**config.mk**
```make
export PLATFORM = sky130hd
export DESIGN_NAME = alu_sequencer
export DESIGN_NICKNAME = d
export VERILOG_FILES = /design/src/rtl/alu_pkg.sv /design/src/rtl/alu_seq_mul_step.sv /design/src/rtl/alu_sequencer.sv
export SDC_FILE = /design/constraint.sdc
export NUM_CORES = 1
export LEC_CHECK = 0
export CAP_MARGIN = 20
export CORE_MARGIN = 2
export CORE_UTILIZATION = 48
export DETAILED_ROUTE_END_ITERATION = 16
export GPL_TIMING_DRIVEN = 0
export HOLD_SLACK_MARGIN = 0.06
export PLACE_DENSITY = 0.84
export SLEW_MARGIN = 20
export SYNTH_ARGS = -nofsm -noshare
export SYNTH_HDL_FRONTEND = slang
export SYNTH_SLANG_ARGS = --single-unit
```
**constraint.sdc**
```tcl
create_clock -name btnC -period 4.9 [get_ports btnC]
set_clock_uncertainty 0.2 [all_clocks]
set_input_delay 0.98 -clock btnC [delete_from_list [all_inputs] [get_ports btnC]]
set_output_delay 0.98 -clock btnC [all_outputs]
set_load 0.01 [all_outputs]
```
**src/rtl/alu_pkg.sv**
```systemverilog
// alu_pkg: opcodes, FSM state codes and default operand width
// shared by the alu_sequencer slice.
package alu_pkg;

  localparam int ALU_WIDTH = 8;

  localparam logic [3:0] OP_ADD  = 4'h0;
  localparam logic [3:0] OP_SUB  = 4'h1;
  localparam logic [3:0] OP_SHL  = 4'h2;
  localparam logic [3:0] OP_SHR  = 4'h3;
  localparam logic [3:0] OP_AND  = 4'h4;
  localparam logic [3:0] OP_OR   = 4'h5;
  localparam logic [3:0] OP_XOR  = 4'h6;
  localparam logic [3:0] OP_NAND = 4'h7;
  localparam logic [3:0] OP_NOR  = 4'h8;
  localparam logic [3:0] OP_XNOR = 4'h9;
  localparam logic [3:0] OP_NOT  = 4'hA;
  localparam logic [3:0] OP_NEG  = 4'hB;
  localparam logic [3:0] OP_MUL  = 4'hC;

  typedef logic [1:0] state_t;

  localparam state_t ST_IDLE  = 2'd0;
  localparam state_t ST_EXEC  = 2'd1;
  localparam state_t ST_MUL   = 2'd2;
  localparam state_t ST_WRITE = 2'd3;

endpackage

```
**src/rtl/alu_seq_mul_step.sv**
```systemverilog
// alu_seq_mul_step: operand select for one shift-add MUL iteration;
// drives acc + (opa << idx) onto the datapath when opb[idx] is set.
module alu_seq_mul_step
  import alu_pkg::*;
#(
  parameter int WIDTH = ALU_WIDTH,
  parameter int CW    = $clog2(ALU_WIDTH)
) (
  input  logic [WIDTH-1:0] acc_i,
  input  logic [WIDTH-1:0] opa_i,
  input  logic [WIDTH-1:0] opb_i,
  input  logic [CW-1:0]    idx_i,
  output logic [WIDTH-1:0] dp_a_o,
  output logic [WIDTH-1:0] dp_b_o,
  output logic             add_o
);

  assign add_o  = opb_i[idx_i];
  assign dp_a_o = add_o ? acc_i : '0;
  assign dp_b_o = add_o ? (opa_i << idx_i) : '0;

endmodule

```
**src/rtl/alu_sequencer.sv**
```systemverilog
// alu_sequencer: sequences ALU ops over a shared external datapath.
// Define ALU_SEQ_MUL_EN to build the shift-add multiply (opcode C).
module alu_sequencer
  import alu_pkg::*;
#(
  parameter int WIDTH = ALU_WIDTH
) (
  input  logic             btnC,
  input  logic             btnU,
  input  logic             start,
  input  logic [3:0]       op,
  input  logic [WIDTH-1:0] a,
  input  logic [WIDTH-1:0] b,
  output logic [WIDTH-1:0] dp_a,
  output logic [WIDTH-1:0] dp_b,
  output logic [3:0]       alu_sel,
  input  logic [WIDTH-1:0] alu_y,
  output logic             busy,
  output logic             store,
  output logic [WIDTH-1:0] result,
  output logic             done,
  output logic             err
);

  state_t           state_q, state_d;
  logic [WIDTH-1:0] acc_q, acc_d;
  logic [WIDTH-1:0] opa_q, opa_d;
  logic [WIDTH-1:0] opb_q, opb_d;
  logic [3:0]       op_q, op_d;
  logic [WIDTH-1:0] res_q, res_d;
  logic             store_q, store_d;
  logic             done_q, done_d;
  logic             err_q, err_d;

`ifdef ALU_SEQ_MUL_EN
  localparam int CW = $clog2(WIDTH);
  localparam logic [CW-1:0] CNT_LAST = CW'(WIDTH - 1);

  logic [CW-1:0]    cnt_q, cnt_d;
  logic [WIDTH-1:0] step_a, step_b;
  logic             step_add;

  alu_seq_mul_step #(
    .WIDTH (WIDTH),
    .CW    (CW)
  ) u_step (
    .acc_i  (acc_q),
    .opa_i  (opa_q),
    .opb_i  (opb_q),
    .idx_i  (cnt_q),
    .dp_a_o (step_a),
    .dp_b_o (step_b),
    .add_o  (step_add)
  );
`endif

  always_comb begin
    state_d = state_q;
    acc_d   = acc_q;
    opa_d   = opa_q;
    opb_d   = opb_q;
    op_d    = op_q;
    res_d   = res_q;
    store_d = 1'b0;
    done_d  = 1'b0;
    err_d   = 1'b0;
    dp_a    = '0;
    dp_b    = '0;
    alu_sel = OP_ADD;
`ifdef ALU_SEQ_MUL_EN
    cnt_d   = cnt_q;
`endif
    unique case (state_q)
      ST_IDLE: begin
        if (start) begin
          opa_d = a;
          opb_d = b;
          op_d  = op;
          unique case (1'b1)
            (op <= OP_NEG): state_d = ST_EXEC;
`ifdef ALU_SEQ_MUL_EN
            (op == OP_MUL): begin
              state_d = ST_MUL;
              acc_d   = '0;
              cnt_d   = '0;
            end
`endif
            default: begin
              err_d  = 1'b1;
              done_d = 1'b1;
            end
          endcase
        end
      end
      ST_EXEC: begin
        dp_a    = opa_q;
        dp_b    = opb_q;
        alu_sel = op_q;
        acc_d   = alu_y;
        state_d = ST_WRITE;
      end
`ifdef ALU_SEQ_MUL_EN
      ST_MUL: begin
        dp_a = step_a;
        dp_b = step_b;
        if (step_add) acc_d = alu_y;
        // counter returns to 0 on exit even for non-power-of-2 widths
        if (cnt_q == CNT_LAST) begin
          cnt_d   = '0;
          state_d = ST_WRITE;
        end else begin
          cnt_d = cnt_q + CW'(1);
        end
      end
`endif
      ST_WRITE: begin
        res_d   = acc_q;
        store_d = 1'b1;
        done_d  = 1'b1;
        state_d = ST_IDLE;
      end
      default: state_d = ST_IDLE;
    endcase
  end

  always_ff @(posedge btnC or negedge btnU) begin
    if (!btnU) begin
      state_q <= ST_IDLE;
      acc_q   <= '0;
      opa_q   <= '0;
      opb_q   <= '0;
      op_q    <= '0;
      res_q   <= '0;
      store_q <= 1'b0;
      done_q  <= 1'b0;
      err_q   <= 1'b0;
    end else begin
      state_q <= state_d;
      acc_q   <= acc_d;
      opa_q   <= opa_d;
      opb_q   <= opb_d;
      op_q    <= op_d;
      res_q   <= res_d;
      store_q <= store_d;
      done_q  <= done_d;
      err_q   <= err_d;
    end
  end

`ifdef ALU_SEQ_MUL_EN
  always_ff @(posedge btnC or negedge btnU) begin
    if (!btnU) cnt_q <= '0;
    else       cnt_q <= cnt_d;
  end
`endif

  assign busy   = (state_q != ST_IDLE);
  assign store  = store_q;
  assign done   = done_q;
  assign err    = err_q;
  assign result = res_q;

endmodule
```
==> impl_metrics.py, run 1 <==
metrics = {
    "status": {
        "status": "completed",
    },
    "logic_synthesis": {
        "synth_adder_area_share_pct": 2.799,
        "yosys.area.top_type": "dfrtp_1",
        "synth-simple-area-share_pct": 8.118,
        "synth_nets": 154,
        "synthTopCellsByArea": "dfrtp_1 57%, mux2_4 16%, mux2_2 11%",
        "synthMuxAreaShare_pct": 27.29,
        "synth_compound_area_share_pct": 1.400,
        "synth_xor_area_share_pct": 0,
        "ys_ff_latch": 41,
        "netlist_area_um2": 1788,
        "yosysSeqAreaShare_pct": 57.38,
        "netlist_instances": 119,
        "synthDistinctLibCells": 16,
        "avgSynthCellArea_um2": 15.02,
        "synth_top_family_by_area": "multiplexers",
        "yosysWarnings": 0,
        "netlist.area_leader.share_pct": 57.38,
    },
    "global_route": {
        "grt_first_pass_wirelength_um": 6037,
        "grt_pass1_vias": 1248,
        "grt_max_degree": 24,
        "antenna_found_initial": 0,
        "gr-total-overflow": 0,
        "track_usage_pct": 19.32,
    },
    "sta": {
        "max_freq_ghz": 0.2972,
        "timing.final.crit_share_pct": 68.66,
        "drv_slew": 0,
        "post-route-min-period_ns": 3.364,
        "setup-violations-final": 0,
        "fin_tns_setup_ns": 0,
        "slew_headroom_pct": 68.48,
        "tightest_slew_ns": 0.4729,
        "final_hold_viol_count": 0,
        "rsz0062_at_grt": "false",
    },
    "floorplan": {
        "die_h_um": 65.03,
        "core.rowCount": 22,
        "die_w_um": 65.03,
        "core_um2": 3633,
        "ios": 63,
        "dieArea_um2": 4229,
        "start_util_pct": 49.21,
    },
    "routing": {
        "drcViolationCount": 0,
        "drtPass1Iterations": 4,
        "via_per_inst": 4.852,
        "vias": 1150,
        "drt_iter0_markers": 28,
        "ant_nets": 0,
        "finalWirelength_um": 3696,
        "wl_per_cell_um": 15.59,
    },
    "pwr": {
        "power.density_cell_area_nw_per_um2": 632.6,
        "peakVddDrop_uv": 305.3,
        "leakage_nw": 1.159,
    },
    "cts": {
        "clk_path_buf_depth": 2,
        "post_cts_buffers": 0,
        "cts-root-buf": "clkbuf_8",
        "cts_resized": 0,
        "clock-sinks": 41,
        "htreeDepth": 2,
        "cts_buffers": 5,
        "cts_tree": "done",
        "clk_latency_ns": 0.29,
        "clkTransAtPathRegs_ns": 0.07,
        "ctsHoldBuffers": 0,
    },
    "final_layout": {
        "n_antenna_cell": 0,
        "drive_gt1_share_pct": 27.51,
        "final_cells": 237,
        "syn2layout_area_growth_pct": 44.16,
        "fin_util_pct": 70.94,
        "final_area_um2": 2577,
        "num-nets-final": 224,
    },
    "hold_path": {
        "hp-class": "reg2reg",
        "whs_path_depth": 1,
    },
    "critical_path": {
        "crit_required_ns": 3.72,
        "crit_arrival_ns": 2.18,
        "cp-end-kind": "output pin",
        "reg2reg_slack_ns": 3.21,
        "crit_type": "reg2out",
        "worst_setup_path_start_kind": "flop",
        "reg2reg_depth": 5,
        "worst-path-max-fanout": 10,
    },
    "place": {
        "dp.cells": 230,
        "place.gp.congestion": 0.7281,
        "io_buffers": 62,
        "dpl_cell_area_um2": 2491,
        "hpwl_um": 2735,
    },
    "flow_run": {
        "maxCapViolations": 0,
    },
}
## per-layer routing
layer | global-route usage [%] | part of all wire, % | wire length [um]
met5 | 0 | 0 | 0
met4 | 7.813 | 1.6 | 58
met3 | 2.951 | 2.8 | 103
met2 | 34.92 | 57 | 2108
met1 | 22.91 | 39 | 1426
## worst paths after layout
kind                       startpoint  endpoint
setup / recovery           state_q[1]   dp_b[6]
setup reg to reg           state_q[0]  opb_q[5]
hold reg to reg               op_q[0]   op_q[0]
min in group asynchronous        btnU  opb_q[2]
hold / removal                op_q[0]   op_q[0]
max in group asynchronous        btnU  opb_q[0]
## per-stage QoR
stage / setup slack [ns] / power, mW / hold WS, ns
floorplan: 2.564 / 1.059 / 0.2704
global placement: 1.760 / 1.378 / 0.2816
detailed placement: 1.802 / 1.423 / 0.2885
CTS: 1.488 / 1.650 / 0.3064
global route: 1.365 / 1.735 / 0.3207
finish: 1.536 / 1.631 / 0.3086
## layout make-up
type                    instances  area, um^2
plain buffers                   6       42.54
clock buffers                   7       86.33
fillers                       264        1056
inverters                       3       11.26
multi-input cells              69       708.2
flip-flops and latches         41        1026
well taps                      48       60.06
repair buffers                 63       643.1
## state kept, by name, summed over array words and instances, names as in the netlist
signal / cells
result: 8
acc_q: 8
state_q: 2
err: 1
opb_q: 8
store: 1
opa_q: 8
done: 1
op_q: 4
## layout by cell type, fill, tap and decap left out, drive strengths merged, types with 3 or more instances in the layout
cell	count
and2	20
mux2	37
clkdlybuf4s50	61
buf	6
clkbuf	9
a21oi	3
dfrtp	41
inv	3
ha	4
## kinds of logic (layout without fill, tap and decap cells)
logic type | count (synthesis) | in the layout
flops | 41 | 41
fa+ha+maj | 4 | 4
mux | 37 | 37
simple gates | 24 | 24
buf+inv | 9 | 79
compound gates | 4 | 4
## synthesized netlist by cell type, drive strengths merged
library cell  number
and2              20
a21oi              3
mux2              37
nand2              2
dfrtp             41
o21ba              1
clkbuf             2
nor2               2
buf                4
ha                 4
inv                3
## critical path, cell delays in order (launching register included)
cell             delay [ns]
dfrtp_1                0.39
inv_1                  0.10
ha_1                   0.17
buf_4                  0.19
clkbuf_1               0.29
and2_1                 0.20
clkdlybuf4s50_1        0.56
## where the power goes
group	switching (mW)	internal (mW)	total (mW)	leakage, nW
sequential	0.0897	0.510	0.600	0.487
combinational	0.294	0.520	0.814	0.628
clock	0.105	0.112	0.217	0.0443
total	0.489	1.14	1.63	1.16
No activity file was read; power rests on OpenSTA's default activity.
==> run 2, diff against run 1 <==
- CORE_UTILIZATION: 48 -> 44
- PLACE_DENSITY: 0.84 -> 0.77
- clock period: 4.9 -> 3.3 ns (I/O delays scaled with it)
==> impl_metrics.py, run 2 (same netlist as run 1, synthesis figures left out) <==
metrics = {
    "final_layout": {
        "drive_gt1_share_pct": 27.89,
        "syn2layout_area_growth_pct": 45.56,
        "final_area_um2": 2603,
        "fill_cells": 280,
        "layout_commonest_cell": "clkdlybuf4s50_1",
        "final_cells": 240,
        "num-nets-final": 224,
        "mostFrequentLayoutCells": "61 x clkdlybuf4s50_1, 41 x dfrtp_1, 20 x and2_1, 19 x mux2_4, 18 x mux2_2",
        "n_antenna_cell": 0,
    },
    "sta": {
        "fin_tns_setup_ns": 0,
        "rsz0062_at_grt": "false",
        "slew_headroom_pct": 77.22,
        "tightest_slew_ns": 0.3417,
        "drv_slew": 0,
        "post-route-min-period_ns": 3.089,
        "setup-violations-final": 0,
        "max_freq_ghz": 0.3237,
        "final_hold_viol_count": 0,
        "timing.final.crit_share_pct": 93.61,
    },
    "place": {
        "io_buffers": 62,
        "dpl_cell_area_um2": 2486,
        "place.gp.congestion": 0.6940,
        "hpwl_um": 2624,
        "dp.cells": 232,
    },
    "critical_path": {
        "slowest_delay_ns": 0.57,
        "slowest_stage": "clkdlybuf4s50_1",
        "r2r_start": "state_q[0]",
        "worst-path-max-fanout": 10,
        "cp-end-kind": "output pin",
        "crit_type": "reg2out",
        "reg2reg_slack_ns": 1.62,
        "rr_endpoint": "opb_q[5]",
        "worst_setup_path_start_kind": "flop",
        "reg2reg_depth": 5,
        "crit_chain": "inv_1, ha_1, buf_4, clkbuf_1, and2_1, clkdlybuf4s50_1",
        "path_depth": 6,
        "crit_arrival_ns": 2.23,
        "crit_required_ns": 2.44,
        "critPathTopFamily": "buffers and inverters",
        "path_buf_inv": 4,
    },
    "cts": {
        "clkTransAtPathRegs_ns": 0.07,
        "clock-sinks": 41,
        "cts_buffers": 5,
        "htreeDepth": 2,
        "cts-root-buf": "clkbuf_8",
        "clk_latency_ns": 0.29,
        "cts_tree": "done",
        "clk_path_buf_depth": 2,
        "post_cts_buffers": 0,
        "cts_resized": 0,
        "ctsHoldBuffers": 0,
    },
    "floorplan": {
        "die_h_um": 67.75,
        "ios": 63,
        "start_util_pct": 45.35,
        "core.rowCount": 23,
        "die_w_um": 67.75,
        "dieArea_um2": 4589,
        "core_um2": 3943,
    },
    "global_route": {
        "grt_first_pass_wirelength_um": 5582,
        "track_usage_pct": 17.13,
        "antenna_found_initial": 0,
        "use_met2_pct": 26.59,
        "grt_most_used_layer": "met2",
        "gr-total-overflow": 0,
        "grt_pass1_vias": 1188,
        "met3_usage_pct": 9.000,
        "grt_max_degree": 29,
        "grt_util_met1_pct": 20.52,
    },
    "pwr": {
        "peakVddDrop_uv": 496.3,
        "p_sw_share_pct": 28.63,
        "cell_internal_pwr_mw": 1.775,
        "seqPwrFrac_pct": 35.5,
        "combPwrFrac_pct": 48.3,
        "p_switching_mw": 0.7123,
        "pwr-share-clk_pct": 16.1,
        "power.density_cell_area_nw_per_um2": 955.8,
        "leakage_nw": 1.170,
    },
    "flow_run": {
        "maxCapViolations": 0,
    },
    "status": {
        "status": "completed",
    },
    "routing": {
        "drt_iter0_markers": 26,
        "drtPass1Iterations": 4,
        "drcViolationCount": 0,
        "vias": 1125,
        "via_per_inst": 4.688,
        "ant_nets": 0,
        "finalWirelength_um": 3414,
        "wl_per_cell_um": 14.23,
    },
    "hold_path": {
        "hp-class": "in2async",
    },
}
run 2: cell count changes in the layout (fill, tap and decap cells not counted):
cell       change
buf_12         +1
bufinv_16      +1
buf_16         -1
run 2: worst max-delay path by stage:
stage                  to  slack [ns]        from
6_report       alu_sel[0]        0.21  state_q[1]
5_1_grt        alu_sel[0]        0.01  state_q[1]
4_1_cts        alu_sel[0]        0.17  state_q[1]
3_5_place_dp   alu_sel[0]        0.51  state_q[1]
3_3_place_gp      op_q[1]        0.45        btnU
2_1_floorplan  alu_sel[0]        1.28  state_q[1]
run 2: final cells by class:
class	instances	area (um^2)	share of cell area, %
Clock buffer	7	86.33	3.317
Buffer	6	42.54	1.635
Sequential cell	41	1026	39.42
Tap cell	50	62.56	2.404
Timing Repair Buffer	63	635.6	24.42
Clock inverter	1	30.03	1.154
Inverter	3	11.26	0.4327
Multi-Input combinational cell	69	708.2	27.21
run 2: power by group through the flow:
stage | Clock, mW | Sequential (mW) | Combinational, mW
final | 0.402 | 0.884 | 1.20
after global routing | 0.441 | 0.918 | 1.31
after CTS | 0.419 | 0.888 | 1.22
after detailed placement | 0 | 0.891 | 1.22
after global placement | 0 | 0.877 | 1.18
after floorplan | 0 | 0.886 | 0.687
run 2: through the flow:
step / total power [mW] / worst slack (ns) / hold slack (ns) / util, %
final: 2.487 / 0.2108 / 0.06201 / 66.01
after CTS: 2.530 / 0.1749 / 0.06122 / 66.01
after global routing: 2.667 / 0.01414 / 0.07149 / 66.01
after floorplan: 1.573 / 1.284 / 0.1644 / -
after global placement: 2.056 / 0.4504 / 0.2824 / 62.68
after detailed placement: 2.109 / 0.5092 / 0.2884 / 63.06
run 2: routing by layer:
layer / part of all wire (%) / wire length [um]
met2: 46 / 1585
met1: 41 / 1409
met5: 0 / 0
met3: 11 / 379
met4: 1.1 / 39
